--- config.mk ---
export PLATFORM = sky130hd
export DESIGN_NAME = mem_arbiter
export DESIGN_NICKNAME = d
export VERILOG_FILES = /design/src/rtl/mem_arb_pkg.sv /design/src/rtl/mem_arbiter.sv
export SDC_FILE = /design/constraint.sdc
export NUM_CORES = 1
export LEC_CHECK = 0
export BUFFER_PORTS_ARGS = -buffer_cell sky130_fd_sc_hd__buf_2
export CAP_MARGIN = 10
export CORE_AREA = 2 2 115 117
export CTS_BUF_LIST = sky130_fd_sc_hd__clkbuf_8 sky130_fd_sc_hd__clkbuf_16
export DETAILED_ROUTE_END_ITERATION = 8
export DIE_AREA = 0 0 117 119
export PLACE_DENSITY = 0.74
export SKIP_LAST_GASP = 1
export SLEW_MARGIN = 20
export SYNTH_ARGS = -nofsm -noshare
export SYNTH_HDL_FRONTEND = slang
export SYNTH_SLANG_ARGS = --single-unit
export TNS_END_PERCENT = 50
--- constraint.sdc ---
create_clock -name clk_i -period 5.7 [get_ports clk_i]
set_input_delay 0.57 -clock clk_i [delete_from_list [all_inputs] [get_ports clk_i]]
set_output_delay 0.57 -clock clk_i [all_outputs]
set_load 0.02 [all_outputs]
--- src/rtl/mem_arb_pkg.sv ---
// rtl/mem_arb_pkg.sv - shared types and defaults for the memory arbiter
// Purpose: arbitration state encoding plus default widths and starvation
//          limit used by mem_arbiter and anything that instantiates it.
// Ports:   none (package).
package mem_arb_pkg;

  localparam int ADDR_W_DEF     = 10;
  localparam int DATA_W_DEF     = 64;
  localparam int STARVE_MAX_DEF = 4;

  // PRI_D: the data port wins a simultaneous request.
  // PRI_IF: the fetch port wins a simultaneous request.
  typedef enum logic {
    PRI_D  = 1'b0,
    PRI_IF = 1'b1
  } arb_state_e;

endpackage

--- src/rtl/mem_arbiter.sv ---
// rtl/mem_arbiter.sv - two-port (fetch/data) arbiter for one single-port memory
// Purpose: grants one of the instruction-fetch and data ports per cycle onto a
//          single-port memory with one-cycle read latency. Data normally wins
//          a conflict; a fetch port denied STARVE_MAX cycles in a row gets
//          priority until it is served once.
// Ports:
//   clk_i, rst_i                     clock, synchronous active-high reset
//   if_req_i/if_addr_i               fetch read request and word address
//   if_gnt_o/if_rvalid_o/if_stall_o  fetch accept, read-data valid, stall
//   d_req_i/d_we_i/d_addr_i/d_wdata_i  data request, write flag, address, data
//   d_gnt_o/d_rvalid_o/d_stall_o     data accept, read-data valid, stall
//   rdata_o                          read data shared by both ports
//   mem_en_o/mem_we_o/mem_addr_o/mem_wdata_o/mem_rdata_i  memory side
module mem_arbiter
  import mem_arb_pkg::*;
#(
  parameter int ADDR_W     = ADDR_W_DEF,
  parameter int DATA_W     = DATA_W_DEF,
  parameter int STARVE_MAX = STARVE_MAX_DEF
) (
  input  logic              clk_i,
  input  logic              rst_i,
  input  logic              if_req_i,
  input  logic [ADDR_W-1:0] if_addr_i,
  output logic              if_gnt_o,
  output logic              if_rvalid_o,
  input  logic              d_req_i,
  input  logic              d_we_i,
  input  logic [ADDR_W-1:0] d_addr_i,
  input  logic [DATA_W-1:0] d_wdata_i,
  output logic              d_gnt_o,
  output logic              d_rvalid_o,
  output logic [DATA_W-1:0] rdata_o,
  output logic              mem_en_o,
  output logic              mem_we_o,
  output logic [ADDR_W-1:0] mem_addr_o,
  output logic [DATA_W-1:0] mem_wdata_o,
  input  logic [DATA_W-1:0] mem_rdata_i,
  output logic              if_stall_o,
  output logic              d_stall_o
);

  localparam int CNT_W = $clog2(STARVE_MAX + 1);
  localparam logic [CNT_W-1:0] CNT_MAX = CNT_W'(STARVE_MAX);

  arb_state_e        state_q, state_d;
  logic [CNT_W-1:0]  starve_cnt, starve_d;
  logic              if_rvalid_q, d_rvalid_q;

  // Last values driven to the memory, replayed while no port is granted.
  logic [ADDR_W-1:0] addr_q;
  logic              we_q;
  logic [DATA_W-1:0] wdata_q;

  // Grant selection: a lone requester always wins; a conflict is settled by
  // the priority state. Reset suppresses every grant.
  always_comb begin
    if_gnt_o = 1'b0;
    d_gnt_o  = 1'b0;
    if (!rst_i) begin
      if (if_req_i && d_req_i) begin
        if (state_q == PRI_IF) if_gnt_o = 1'b1;
        else                   d_gnt_o  = 1'b1;
      end else begin
        if_gnt_o = if_req_i;
        d_gnt_o  = d_req_i;
      end
    end
  end

  // Memory-side mux; idle cycles hold the previous address/data so the
  // memory pins do not toggle needlessly.
  always_comb begin
    mem_en_o    = if_gnt_o | d_gnt_o;
    mem_addr_o  = addr_q;
    mem_we_o    = we_q & ~rst_i;
    mem_wdata_o = wdata_q;
    if (if_gnt_o) begin
      mem_addr_o = if_addr_i;
      mem_we_o   = 1'b0;
    end else if (d_gnt_o) begin
      mem_addr_o  = d_addr_i;
      mem_we_o    = d_we_i;
      mem_wdata_o = d_wdata_i;
    end
  end

  // Starvation counter and priority FSM next state.
  always_comb begin
    starve_d = '0;
    if (if_req_i && !if_gnt_o) begin
      starve_d = (starve_cnt == CNT_MAX) ? starve_cnt : starve_cnt + 1'b1;
    end

    state_d = state_q;
    case (state_q)
      PRI_D:   if (starve_d == CNT_MAX) state_d = PRI_IF;
      PRI_IF:  if (if_gnt_o)            state_d = PRI_D;
      default: state_d = PRI_D;
    endcase
  end

  always_ff @(posedge clk_i) begin
    if (rst_i) begin
      state_q     <= PRI_D;
      starve_cnt  <= '0;
      if_rvalid_q <= 1'b0;
      d_rvalid_q  <= 1'b0;
      we_q        <= 1'b0;
    end else begin
      state_q     <= state_d;
      starve_cnt  <= starve_d;
      // Fetches are always reads; data writes never produce a response.
      if_rvalid_q <= if_gnt_o;
      d_rvalid_q  <= d_gnt_o & ~d_we_i;
      if (mem_en_o) begin
        addr_q  <= mem_addr_o;
        we_q    <= mem_we_o;
        wdata_q <= mem_wdata_o;
      end
    end
  end

  // A response due in a reset cycle is dropped rather than presented.
  assign if_rvalid_o = if_rvalid_q & ~rst_i;
  assign d_rvalid_o  = d_rvalid_q & ~rst_i;
  assign rdata_o     = mem_rdata_i;

  assign if_stall_o  = if_req_i & ~if_gnt_o;
  assign d_stall_o   = d_req_i & ~d_gnt_o;

endmodule

Word level (Yosys, flattened, before mapping)
Cells that the tools add are included.
Storage, ports and cells
  register bits: 81
  output and inout bits: 146
Operators by class
  add/subtract/negate cells: 1
  equality and inequality tests: 2
  mux-type cells: 17
  bitwise gates (word level): 12
  reduce and logical (&&, ||, !) cells: 4
Operators by type and width (count)
  64-bit two-way mux: 2
  10-bit two-way mux: 2
  1-bit two-way mux: 10
  1-bit AND: 6
  3-bit == test (second input constant): 2
  3-bit two-way mux: 2
  1-bit NOT: 5
  3-bit by 1-bit adder with 3-bit output (second input constant): 1
  1-bit logical AND: 2
  1-bit one-hot mux with 2 select lines: 1
  2-bit AND reduction: 1
  1-bit zero test: 1
  1-bit OR: 1

Logic depth before layout (Yosys ltp)
  depth after elaboration: 9
  depth in mapped cells: 7
  mapped depth without buffers: 5

Least setup slack after synthesis
Ideal clock, no wire load.
  kind: input-to-reg
  from: in rst_i
  to: reg addr_q[0], enable pin
  library setup time: 0.428 ns
  arrival: 2.508 ns
  slack: 2.764 ns
  cell stages on the path: 4
  cell sequence: buf_2 -> o21bai_1 -> clkbuf_1 -> inv_1
On the way
  longest elaborated chain between the ends: 3
  elaborated cells between the ends (all ways): 5
Ends and longest elaborated chain
  from (decl): RTL line mem_arbiter.sv:22  | input logic rst_i,
  1-bit two-way mux: RTL line mem_arbiter.sv:60  | if (!rst_i) begin
  1-bit OR: RTL line mem_arbiter.sv:74  | mem_en_o = if_gnt_o | d_gnt_o;
  2-bit AND reduction (no source line) (*)
  to (signal assigned): RTL line mem_arbiter.sv:117  | addr_q <= mem_addr_o;
  to (decl): RTL line mem_arbiter.sv:51  | logic [ADDR_W-1:0] addr_q;
Every way passes the cells marked *; elsewhere a longest branch is shown, timed or not.
A chain may end at the register's enable or synchronous reset.

Final worst setup path
  from: in if_req_i
  to: out mem_wdata_o[58]
On the way
  longest elaborated chain between the ends: 5
  elaborated cells between the ends (all ways): 7
Ends and longest elaborated chain
  from (decl): RTL line mem_arbiter.sv:23  | input logic if_req_i,
  1-bit logical AND: RTL line mem_arbiter.sv:61  | if (if_req_i && d_req_i) begin
  1-bit two-way mux: RTL line mem_arbiter.sv:61
  1-bit two-way mux: RTL line mem_arbiter.sv:60
  64-bit two-way mux: RTL line mem_arbiter.sv:81  | end else if (d_gnt_o) begin
  64-bit two-way mux (*): RTL line mem_arbiter.sv:78  | if (if_gnt_o) begin
  to (decl): RTL line mem_arbiter.sv:37  | output logic [DATA_W-1:0] mem_wdata_o,
Marks and branches as above.

==> impl_metrics.py <==
metrics = {
    "worst_setup_path": {
        "cp-start-kind": "input port",
        "cp.arrival_ns": 2.33,
        "rr_startpoint": "state_q$_SDFF_PP0_",
        "endpoint": "mem_wdata_o[58]",
        "cp_max_fo": 46,
        "r2r_cells": 4,
        "crit_path_end_kind": "output pin",
        "crit_path_start": "if_req_i",
        "worstSetupPathType": "input port to output pin",
        "r2r_slack_ns": 3.64,
        "r2r-end": "wdata_q[2]$_DFFE_PP_",
        "cp.required_ns": 5.13,
    },
    "layout": {
        "most-common-layout-cells": "buf_2 (170), edfxtp_1 (74), mux2_2 (36)",
        "nets": 540,
        "n_fill_cell": 1207,
        "n_antenna_cell": 0,
        "layout-drive-gt1-share": 0.6436,
        "area_delta_synth_final_pct": 18.85,
        "final_common_cell": "buf_2",
    },
    "synthesis": {
        "syn_nets": 433,
        "synth-simple-area-share": 0.04570,
        "async_flop_share": 0,
        "synth_area_per_cell_um2": 15.07,
        "ys.warnings.count": 0,
        "muxShareOfSynthArea": 0.1971,
        "synth_fa_ha_area_frac": 0.005974,
        "synth_area_um2": 4189,
        "synth_edf_count": 74,
        "synth_top_cell_area_share": 0.5305,
        "yosysSeqAreaShare": 0.5639,
        "synthDistinctLibCells": 29,
        "synth-compound-area-share": 0.03973,
        "synth_xor_area_frac": 0,
        "yosys.area.top_type": "edfxtp_1",
        "synth.area.top_cells": "edfxtp_1 (53%), buf_4 (12%), mux2_4 (10%)",
        "synth_top_family_by_area": "multiplexers",
        "synthFlopType": "edfxtp_1",
        "synth.ff_latch_count": 81,
        "netlist_instances": 278,
    },
    "run": {
        "cap_violations": 0,
    },
    "route": {
        "final_antenna_net_count": 0,
        "drt-initial-drc-count": 136,
        "dr.pass1.iters": 4,
        "via_count": 2530,
        "drc": 0,
        "wl_um": 8665,
        "wl_per_cell_um": 15.31,
        "routed_via_density": 4.470,
    },
    "worst_hold_path": {
        "hold_class": "input port to flip-flop",
    },
    "placement": {
        "gp_congestion": 0.7301,
        "hpwl_um": 6188,
        "portBuffers": 170,
    },
    "clock_tree": {
        "clock_path_buffers": 2,
        "cts_tree": "done",
        "cts-root-buf": "clkbuf_16",
        "ctsHoldBuffers": 0,
        "cts_made_buffers": 9,
        "htreeDepth": 3,
        "post_cts_buffers": 0,
        "cts_resized": 0,
        "clk-insertion-delay-late_ns": 0.33,
        "cts.sinks": 81,
        "clk_pin_slew_worst_paths_ns": 0.06,
    },
    "timing": {
        "rsz0062_at_grt": "false",
        "period_share": 0.5090,
        "hold_viol_final": 0,
        "skew_ns": 0.003702,
        "period_minus_slack_ns": 2.901,
        "finalSetupTns_ns": 0,
        "worst_pin_slew_ns": 0.9246,
        "slew-limit-headroom": 0.3809,
        "fmax_ghz": 0.3447,
        "maxSlewViolCount": 0,
        "setup_viol": 0,
    },
    "floorplanning": {
        "row_count": 42,
        "fp.dieH_um": 119,
        "chipWidth_um": 117,
        "initial_core_util": 0.3254,
        "dieArea_um2": 13920,
        "core_um2": 12870,
        "pin_count": 299,
    },
    "global_routing": {
        "grt_antenna_before_repair": 0,
        "grt_start_max_net_pins": 77,
        "grtUsageTotal": 0.1228,
        "grt_pass1_vias": 2550,
        "grt_pass1_wl_um": 13110,
        "gr-total-overflow": 0,
    },
    "power": {
        "p_leak_nw": 2.107,
        "total_power_mw": 1.529,
        "ir_drop_v": 0.0001118,
        "powerDensity_nw_per_um2": 307.1,
    },
    "outcome": {
        "run_status": "finished, final reports clean",
    },
}
[worst min path at each step]
stage	start	end	slack (ns)	cells past startpoint
after floorplan	starve_cnt[0]$_SDFF_PP0_	starve_cnt[0]$_SDFF_PP0_	0.48	2
after global placement	starve_cnt[0]$_SDFF_PP0_	starve_cnt[0]$_SDFF_PP0_	0.49	2
after detailed placement	state_q$_SDFF_PP0_	state_q$_SDFF_PP0_	0.52	2
after CTS	d_we_i	d_rvalid_q$_SDFF_PP0_	0.41	2
after global routing	d_we_i	d_rvalid_q$_SDFF_PP0_	0.42	2
final	d_we_i	d_rvalid_q$_SDFF_PP0_	0.42	2
[registers in the layout, summed over array words and instances, names as in the netlist]
| name | count |
|---|---|
| if_rvalid_q | 1 |
| d_rvalid_q | 1 |
| addr_q | 10 |
| starve_cnt | 3 |
| wdata_q | 64 |
| we_q | 1 |
| state_q | 1 |
[routing by layer]
| metal | vias up | wire length (um) | GRT usage |
|---|---|---|---|
| li1 | 1173 | - | - |
| met1 | 1190 | 3460 | 0.1417 |
| met2 | 131 | 4235 | 0.1958 |
| met3 | 36 | 695 | 0.03511 |
| met4 | 0 | 274 | 0.08162 |
| met5 | - | 0 | 0 |
[synthesized netlist by cell type, drive strengths merged (2+ instances only)]
cell type,instances
a221o,10
edfxtp,74
nor2b,7
a21oi,5
inv,6
nor3b,3
and2,11
ha,2
dfxtp,7
nand3,2
mux2,64
nor2,2
nand3b,2
buf,75
[metrics by stage]
step | util | worst slack, ns | hold WS, ns | instance area (um2) | instances
floorplan | - | 2.764 | 0.4780 | 4189 | 278
global placement | 0.3629 | 2.715 | 0.4873 | 4672 | 549
detailed placement | 0.3629 | 2.633 | 0.5171 | 4672 | 549
CTS | 0.3845 | 2.627 | 0.4050 | 4951 | 565
global route | 0.3867 | 2.661 | 0.4213 | 4979 | 566
finish | 0.3867 | 2.799 | 0.4182 | 4979 | 566
[area by class of cell]
type,instances,area [um2],share of cell area
clock inverters,7,53.80,0.01081
flip-flops and latches,81,2362,0.4745
repair buffers,172,885.9,0.1779
well taps,176,220.2,0.04423
multi-input cells,115,1209,0.2428
inverters,6,22.52,0.004524
clock buffers,9,225.2,0.04524
[where the power goes]
| group | internal (mW) | leakage [nW] | total [mW] | switching [mW] |
|---|---|---|---|---|
| registers | 0.700 | 0.767 | 0.710 | 0.00989 |
| clock network | 0.331 | 0.144 | 0.553 | 0.223 |
| logic | 0.116 | 1.19 | 0.266 | 0.150 |
[cells by family after synthesis]
kind of cell	after synthesis
mux	64
buf+inv	82
compound gates	20
fa+ha+maj	2
simple gates	29
flops	81
[critical path, cell delays in order]
cell and delay (ns):
buf_2 0.14, a21oi_2 0.21, and2_4 0.51, buf_16 0.29, mux2_2 0.39, buf_2 0.16
Note: power is estimated with default switching activity, not from simulation.
